==> src/rtl/dilate_3x3_pkg.sv <==
// dilate_3x3_pkg: shared raster defaults, window/edge types and the border-masking helper
// used by the 3x3 binary dilation stage.
package dilate_3x3_pkg;

    localparam int DEF_COL = 1280;
    localparam int DEF_ROW = 720;

    // Flags captured with each window: which taps fall outside the frame.
    typedef struct packed {
        logic row1;
        logic row2;
        logic col1;
        logic col2;
    } edge_t;

    // taps[0] = column c, taps[1] = c-1, taps[2] = c-2
    function automatic logic [2:0] mask_taps(input logic [2:0] taps, input logic row_off, input edge_t e);
        return row_off ? 3'b000 : {taps[2] & ~e.col2, taps[1] & ~e.col1, taps[0]};
    endfunction

endpackage

==> src/rtl/line_buf_1b.sv <==
// line_buf_1b: synchronous 1-bit RAM with registered read; a read and a write on the
// same address in the same cycle returns the old contents.
module line_buf_1b #(
    parameter int DEPTH = 1280,
    parameter int AW    = $clog2(DEPTH)
) (
    input  logic          clk,
    input  logic          rst,
    input  logic          i_we,
    input  logic [AW-1:0] i_waddr,
    input  logic          i_wd,
    input  logic          i_re,
    input  logic [AW-1:0] i_raddr,
    output logic          o_q
);

    logic r_mem [DEPTH];

    always_ff @(posedge clk) begin
        if (i_we) r_mem[i_waddr] <= i_wd;
    end

    always_ff @(posedge clk or posedge rst) begin
        if (rst)       o_q <= 1'b0;
        else if (i_re) o_q <= r_mem[i_raddr];
    end

endmodule

==> src/rtl/dilate_3x3.sv <==
// dilate_3x3: binary 3x3 dilation of a 1-bit mask stream, window ending at the current
// pixel, frame borders masked, fixed 3-clock latency with optional bypass.
module dilate_3x3
    import dilate_3x3_pkg::*;
#(
    parameter int U_COL = DEF_COL,
    parameter int U_ROW = DEF_ROW
) (
    input  logic clk,
    input  logic rst,
    input  logic en,
    input  logic in_de,
    input  logic in_data,
    output logic out_de,
    output logic out_data,
    output logic frame_done
);

    localparam int CNT_W = $clog2(U_COL);
    localparam int ROW_W = $clog2(U_ROW);

    logic [CNT_W-1:0] r_col;
    logic [CNT_W-1:0] r_col_d;
    logic [ROW_W-1:0] r_row;
    logic             w_col_last;
    logic             w_row_last;
    logic             w_lb1_q;
    logic             w_lb2_q;
    logic [2:0]       r_bot;
    logic [1:0]       r_mid_sh;
    logic [1:0]       r_top_sh;
    logic [2:0]       w_mid;
    logic [2:0]       w_top;
    edge_t            r_edge;
    logic [2:0]       r_or;
    logic             r_ctr;
    logic [2:0]       r_de;
    logic [2:0]       r_tag;

    assign w_col_last = r_col == CNT_W'(U_COL - 1);
    assign w_row_last = r_row == ROW_W'(U_ROW - 1);
    assign w_mid      = {r_mid_sh, w_lb1_q};
    assign w_top      = {r_top_sh, w_lb2_q};

    always_ff @(posedge clk or posedge rst) begin
        if (rst) begin
            r_col   <= '0;
            r_col_d <= '0;
            r_row   <= '0;
        end else if (in_de) begin
            r_col   <= w_col_last ? '0 : r_col + 1'b1;
            r_col_d <= r_col;
            r_row   <= w_col_last ? (w_row_last ? '0 : r_row + 1'b1) : r_row;
        end
    end

    // lb1 holds the previous line; its read port doubles as the (r-1, c) tap.
    line_buf_1b #(.DEPTH(U_COL), .AW(CNT_W)) u_lb1 (
        .clk     (clk),
        .rst     (rst),
        .i_we    (in_de),
        .i_waddr (r_col),
        .i_wd    (in_data),
        .i_re    (in_de),
        .i_raddr (r_col),
        .o_q     (w_lb1_q)
    );

    // lb2 receives lb1's old contents one valid pixel later, at the column just read.
    line_buf_1b #(.DEPTH(U_COL), .AW(CNT_W)) u_lb2 (
        .clk     (clk),
        .rst     (rst),
        .i_we    (in_de),
        .i_waddr (r_col_d),
        .i_wd    (w_lb1_q),
        .i_re    (in_de),
        .i_raddr (r_col),
        .o_q     (w_lb2_q)
    );

    always_ff @(posedge clk or posedge rst) begin
        if (rst) begin
            r_bot    <= '0;
            r_mid_sh <= '0;
            r_top_sh <= '0;
            r_edge   <= '0;
        end else if (in_de) begin
            r_bot    <= {r_bot[1:0], in_data};
            r_mid_sh <= {r_mid_sh[0], w_lb1_q};
            r_top_sh <= {r_top_sh[0], w_lb2_q};
            r_edge   <= '{row1: r_row == '0, row2: r_row < ROW_W'(2),
                          col1: r_col == '0, col2: r_col < CNT_W'(2)};
        end
    end

    always_ff @(posedge clk or posedge rst) begin
        if (rst) begin
            r_or     <= '0;
            r_ctr    <= 1'b0;
            out_data <= 1'b0;
            r_de     <= '0;
            r_tag    <= '0;
        end else begin
            r_or     <= {|mask_taps(w_top, r_edge.row2, r_edge),
                         |mask_taps(w_mid, r_edge.row1, r_edge),
                         |mask_taps(r_bot, 1'b0, r_edge)};
            r_ctr    <= r_bot[0];
            out_data <= en ? |r_or : r_ctr;
            r_de     <= {r_de[1:0], in_de};
            r_tag    <= {r_tag[1:0], in_de & w_col_last & w_row_last};
        end
    end

    assign out_de     = r_de[2];
    assign frame_done = r_tag[2];

endmodule

==> config.mk <==
export PLATFORM = sky130hd
export DESIGN_NAME = dilate_3x3
export DESIGN_NICKNAME = d
export VERILOG_FILES = /design/src/rtl/dilate_3x3_pkg.sv /design/src/rtl/line_buf_1b.sv /design/src/rtl/dilate_3x3.sv
export SDC_FILE = /design/constraint.sdc
export NUM_CORES = 2
export LEC_CHECK = 0
export CAP_MARGIN = 10
export CORE_MARGIN = 2
export CORE_UTILIZATION = 49
export DETAILED_ROUTE_END_ITERATION = 7
export DONT_BUFFER_PORTS = 1
export PLACE_DENSITY = 0.69
export RECOVER_POWER = 100
export REMOVE_ABC_BUFFERS = 1
export SYNTH_ARGS = -nofsm -noshare
export SYNTH_HDL_FRONTEND = slang
export SYNTH_SLANG_ARGS = --single-unit
==> constraint.sdc <==
create_clock -name clk -period 34.5 [get_ports clk]
set_clock_uncertainty 0.1 [all_clocks]
set_input_delay 8.625 -clock clk [delete_from_list [all_inputs] [get_ports clk]]
set_output_delay 8.625 -clock clk [all_outputs]
set_load 0.02 [all_outputs]
After elaboration in Yosys (flattened, before gate mapping)
Memories as Yosys holds them, arrays and structs flattened. A register that Yosys moved wholly into a read port is not among the register bits.
Cells that the tools add are included.
Widths: inputs -> output; s select.
Cells by class
  multiplexer cells: 7
  equal/unequal tests: 2
  add/sub/neg operators: 2
  reduce and logical (&&, ||, !) cells: 7
  $lt $le $gt $ge: 2
  bitwise operators: 10
Operator list (count)
  $reduce_or 3->1: 4
  $add 11x1->11 const B: 1
  $eq 11x11->1 const B: 1
  $logic_not 11->1: 1
  $lt 11x2->1 const B: 1
  $mux 11: 1
  $add 10x1->10 const B: 1
  $eq 10x10->1 const B: 1
  $logic_not 10->1: 1
  $lt 10x2->1 const B: 1
  $mux 10: 1
  $and 1x1->1: 8
  $mux 3: 2
  $mux 1: 3
  $not 1->1: 2
  $reduce_and 2->1: 1
Storage, ports and cells
  word-level logic and storage cells: 47
  input bits: 5
  bits in registers: 54
  output and inout port bits: 3
  memories kept: 2
  memory bits (writable): 2560
Memory list
  u_lb1.r_mem: depth 1280, width 1, rd ports 1, clocked after memory_dff 1, write ports 1, RTL line line_buf_1b.sv:17  | logic r_mem [DEPTH];
  u_lb2.r_mem: depth 1280, width 1, rd ports 1, clocked after memory_dff 1, write ports 1, RTL line line_buf_1b.sv:17

Depth between registers and ports, before layout
  word-level depth: 4
  mapped depth: 12
  depth with buffers taken out: 8

By module
A second synthesis with hierarchy kept.
Unflattened totals
  cells, all modules: 7684
  area total of the unflattened synthesis: 113262.4 sq um
Modules (own cells, without submodules)
  line_buf_1b: times used 2, cells each 3744, seq. area each 38461.9 sq um, area each 55463.2 sq um
  dilate_3x3: times used 1, cells each 196, seq. area each 1351.3 sq um, area each 2336.0 sq um

Least setup slack after synthesis
OpenSTA, ideal clock, no wires.
  path kind: flip-flop to flip-flop
  from: register u_lb1.o_q, read port of u_lb1.r_mem
  to: memory u_lb2.r_mem[0], data pin
  data arrival time: 14733 ps
  path buffers: 0
  setup time: 3213 ps
  slack: 16454 ps
  cell stages (with the launch flop): 1
  period minus slack after synthesis: 18046 ps
  data required time: 31187 ps
  path through: dfrtp_1
RTL lines
  from (decl): RTL line line_buf_1b.sv:14  | output logic o_q
  to (decl): RTL line line_buf_1b.sv:17
Straight into the memory's write port.

Worst setup path after layout
  from: input port in_data
  to: memory u_lb1.r_mem[446], data pin
RTL lines
  from (decl): RTL line dilate_3x3.sv:13  | input logic in_data,
  to (decl): RTL line line_buf_1b.sv:17
Straight into the memory's write port.

==> metrics.md <==
| Metric | Value |
|---|---|
| Sequential-to-total area share from yosys stat | `0.701` |
| Post-route cell area | `about 120000 um^2` |
| CTS resizes | `0` |
| Vias in the first global route | `around 67000` |
| Outcome | `finished, violations left` |
| Via count | `around 70000` |
| Crit. End Element | `flip-flop` |
| RSZ-0062 raised after global routing | `no` |
| Commonest non-fill, non-tap cell in the layout | `nor2_1` |
| Core ar. | `about 230000 um^2` |
| Dpl hpwl | `approximately 160000 um` |
| Avg Cell Area, Syn | `13.4 um^2` |
| Fmax | `around 0.055 GHz` |
| Final Hold Viols | `0` |
| GRT Max-Usage Layer | `met2` |
| Crit Path Class | `in -> reg` |
| Vias/cell | `6.26` |
| CTS root buffer | `clkbuf_16` |
| Drt total wl | `between 300000 and 400000 um` |
| Max Cap Viol | `between 70 and 80` |
| H-tree depth | `5` |
| CP peak stage delay | `around 8000 ps` |
| Leak | `about 37 nW` |
| DIE WIDTH | `481 um` |
| Detailed Routing Iterations Pass 1 | `6` |
| Synth area leaders | `edfxtp_1 (69%), mux2i_1 (9.2%), nor2_1 (8.7%), o22ai_1 (2.9%), mux4_2 (2.6%)` |
| Global Route Usage Sum | `0.267` |
| Worst Min Path Start | `r_de[1]$_DFF_PP0_` |
| Die height | `481 um` |
| Final nets | `~8000` |
| Slowest cell on the critical path | `clkbuf_1` |
| WL/cell | `28.3 um` |
| Worst vdd ir | `0.0773 mV` |
| Reg-to-Reg Start | `u_lb1.o_q$_DFFE_PP0P_` |
| Commonest cells after routing, fill and taps aside | `nor2_1 (2583), edfxtp_1 (2560), mux2i_1 (1024)` |
| IO Port Bufs | `0` |
| Clock transition at path regs | `about 60 ps` |
| Pins Over Slew Limit | `between 3000 and 4000` |
| WP data arrival | `16920 ps` |
| Slew HR | `-6.84` |
| Fillers | `between 15000 and 20000` |
| Die ar. | `between 200000 and 250000 um^2` |
| Area post-placement | `around 110000 um^2` |
| Setup-failing EPs final | `0` |
| Hold-fix buffers, CTS | `0` |
| Worst min path class | `reg -> reg` |
| Yosys top cell area share | `0.688` |
| Pin count of the biggest net entering global routing | `1282` |
| 1st-iter DRT viols | `approximately 11000` |
| Share of post-route cells with drive strength above 1 | `0.0793` |
| TritonCTS Sinks | `between 2000 and 3000` |
| Pre-CTS WS | `roughly 24000 ps` |
| Worst-margin pin slew | `between 10000 and 15000 ps` |
| Final core occ | `0.537` |
| Critical Path Fanout Max | `314` |
| Area of the mapped netlist | `approximately 110000 um^2` |
| Global-route wire length before repair | `roughly 450000 um` |
| Antenna violations before repair | `6` |
| Top Ports | `8` |
| FP Rows | `about 180` |
| DRT antenna net count | `0` |
| EDFF count, synth | `between 2000 and 3000` |
| Distinct cells, synth | `47` |
| CTS Buf Count | `~280` |
| Period minus WS final | `18040 ps` |
| Worst path buffer plus inverter count | `1` |
| Violated checks | `max-capacitance violations, max-slew violations` |
| Final worst path period share | `0.523` |
| Area Growth Syn to Fin | `9.09%` |
| Met1 GRT Util | `0.359` |
| CP required | `approximately 33000 ps` |
| TritonCTS clock tree | `done` |
| CP delay by family, top | `buffers and inverters` |
| Fin worst setup slack | `roughly 16000 ps` |
| Post-synth top area cell | `edfxtp_1` |
| Number of synthesized register bits | `around 2600` |
| Residual DRC | `0` |
| GRT met2 Usage | `0.440` |
| Power Dens Cells | `approximately 70 nW/um^2` |
| Skew-Pair Late Insertion Delay | `between 900 and 1000 ps` |
| Initial Utilization | `0.492` |
| Post-CTS setup buffers | `0` |
| Syn Inst Count | `between 8000 and 9000` |
| Post-synth ARST share | `0.0214` |
| GRT overflow | `0` |
| Primary FF master, synth | `edfxtp_1` |
| CP Launch Type | `input port` |
| CTS Buffer Depth | `4` |
| Critical-path cell list | `clkbuf_1` |
| RD Place Congestion | `just over 0.8` |
| Synth warn | `0` |
| Met3 GRT Util | `0.0419` |
| Critical Path Source | `in_data` |
## layer usage
metal | part of all wire | up-vias | wire [um]
met2 | 0.48 | 3959 | 153000
met4 | 0.041 | 6 | 13100
met3 | 0.10 | 801 | 32200
li1 | - | 29685 | -
met1 | 0.37 | 35745 | 118000
met5 | 0.00016 | - | 50
## cell type report
type	count	area [um^2]	area share
Sequential cell	2616	78300	0.643
Multi-Input combinational cell	4926	30300	0.249
Clock buffer	368	7520	0.0617
Tap cell	3009	3760	0.0309
Timing Repair Buffer	184	1280	0.0105
Clock inverter	97	654	0.00537
Inverter	10	37.5	0.000308
Antenna cell	2	5.00	0.0000411
## path summary, 6_finish.rpt
path / depth (start not counted) / slack (ps) / to
max: 1 / 16460 / u_lb1.r_mem[446]$_DFFE_PP_
min: 0 / 250 / r_de[2]$_DFF_PP0_
max reg2reg: 2 / 17760 / u_lb2.r_mem[629]$_DFFE_PP_
min reg2reg: 0 / 250 / r_de[2]$_DFF_PP0_
max in group asynchronous: 2 / 22740 / r_col[1]$_DFFE_PP0P_
min in group asynchronous: 2 / 8940 / r_col_d[1]$_DFFE_PP0P_
## logic make-up after synthesis
kind of cell	after synthesis	share of synthesized area
xor+xnor	16	0.00125
compound gates	637	0.0370
fa+ha+maj	6	0.000672
mux	1170	0.119
buf+inv	802	0.0298
simple gates	3097	0.111
flops	2616	0.701
## per-stage QoR
stage / instances / setup TNS [ps] / power (mW) / hold slack, ps
6_report: 11212 / 0 / 8.55 / 252
5_1_grt: 11211 / 0 / 8.76 / 264
4_1_cts: 11202 / 0 / 8.44 / 260
3_5_place_dp: 10737 / 0 / 5.71 / 244
3_3_place_gp: 10733 / 0 / 5.68 / 240
2_1_floorplan: 7552 / -4086680 / 7.64 / 231
## registers in the layout (all words and copies together) (netlist names)
signal	count
r_col	11
r_tag	3
r_ctr	1
r_mid_sh	2
out_data	1
u_lb1.o_q	1
r_bot	3
r_top_sh	2
r_edge	4
r_row	10
r_or	3
u_lb2.r_mem	1280
u_lb1.r_mem	1280
u_lb2.o_q	1
r_de	3
r_col_d	11
## synth_stat cells (3+ instances only)
library cell  count
nand4b_1          4
mux4_2          128
nand4_1          35
and3_1            6
mux2_2           18
nand2_1         232
nand4bb_1         5
clkbuf_1        528
nor3b_1          16
and2_1            8
xnor2_1           8
buf_6             9
inv_1            10
a21oi_1           4
buf_1            61
and3b_1           9
clkbuf_2          3
ha_1              6
xor2_1            8
nor2_1         2586
dfrtp_1          56
o22ai_1         513
buf_4             5
nor4_1          129
nor2b_1           4
buf_2           186
mux2i_1        1024
nor3_1            9
edfxtp_1       2560
or4b_2            4
o21ai_0           6
a22oi_1         106
nand3_1          39
## report_power, final
part | switching [mW] | internal, mW
sequential | 0.0473 | 3.83
clock | 1.20 | 1.58
combinational | 1.32 | 0.573
total | 2.56 | 5.98
No activity file was read; power rests on OpenSTA's default activity.
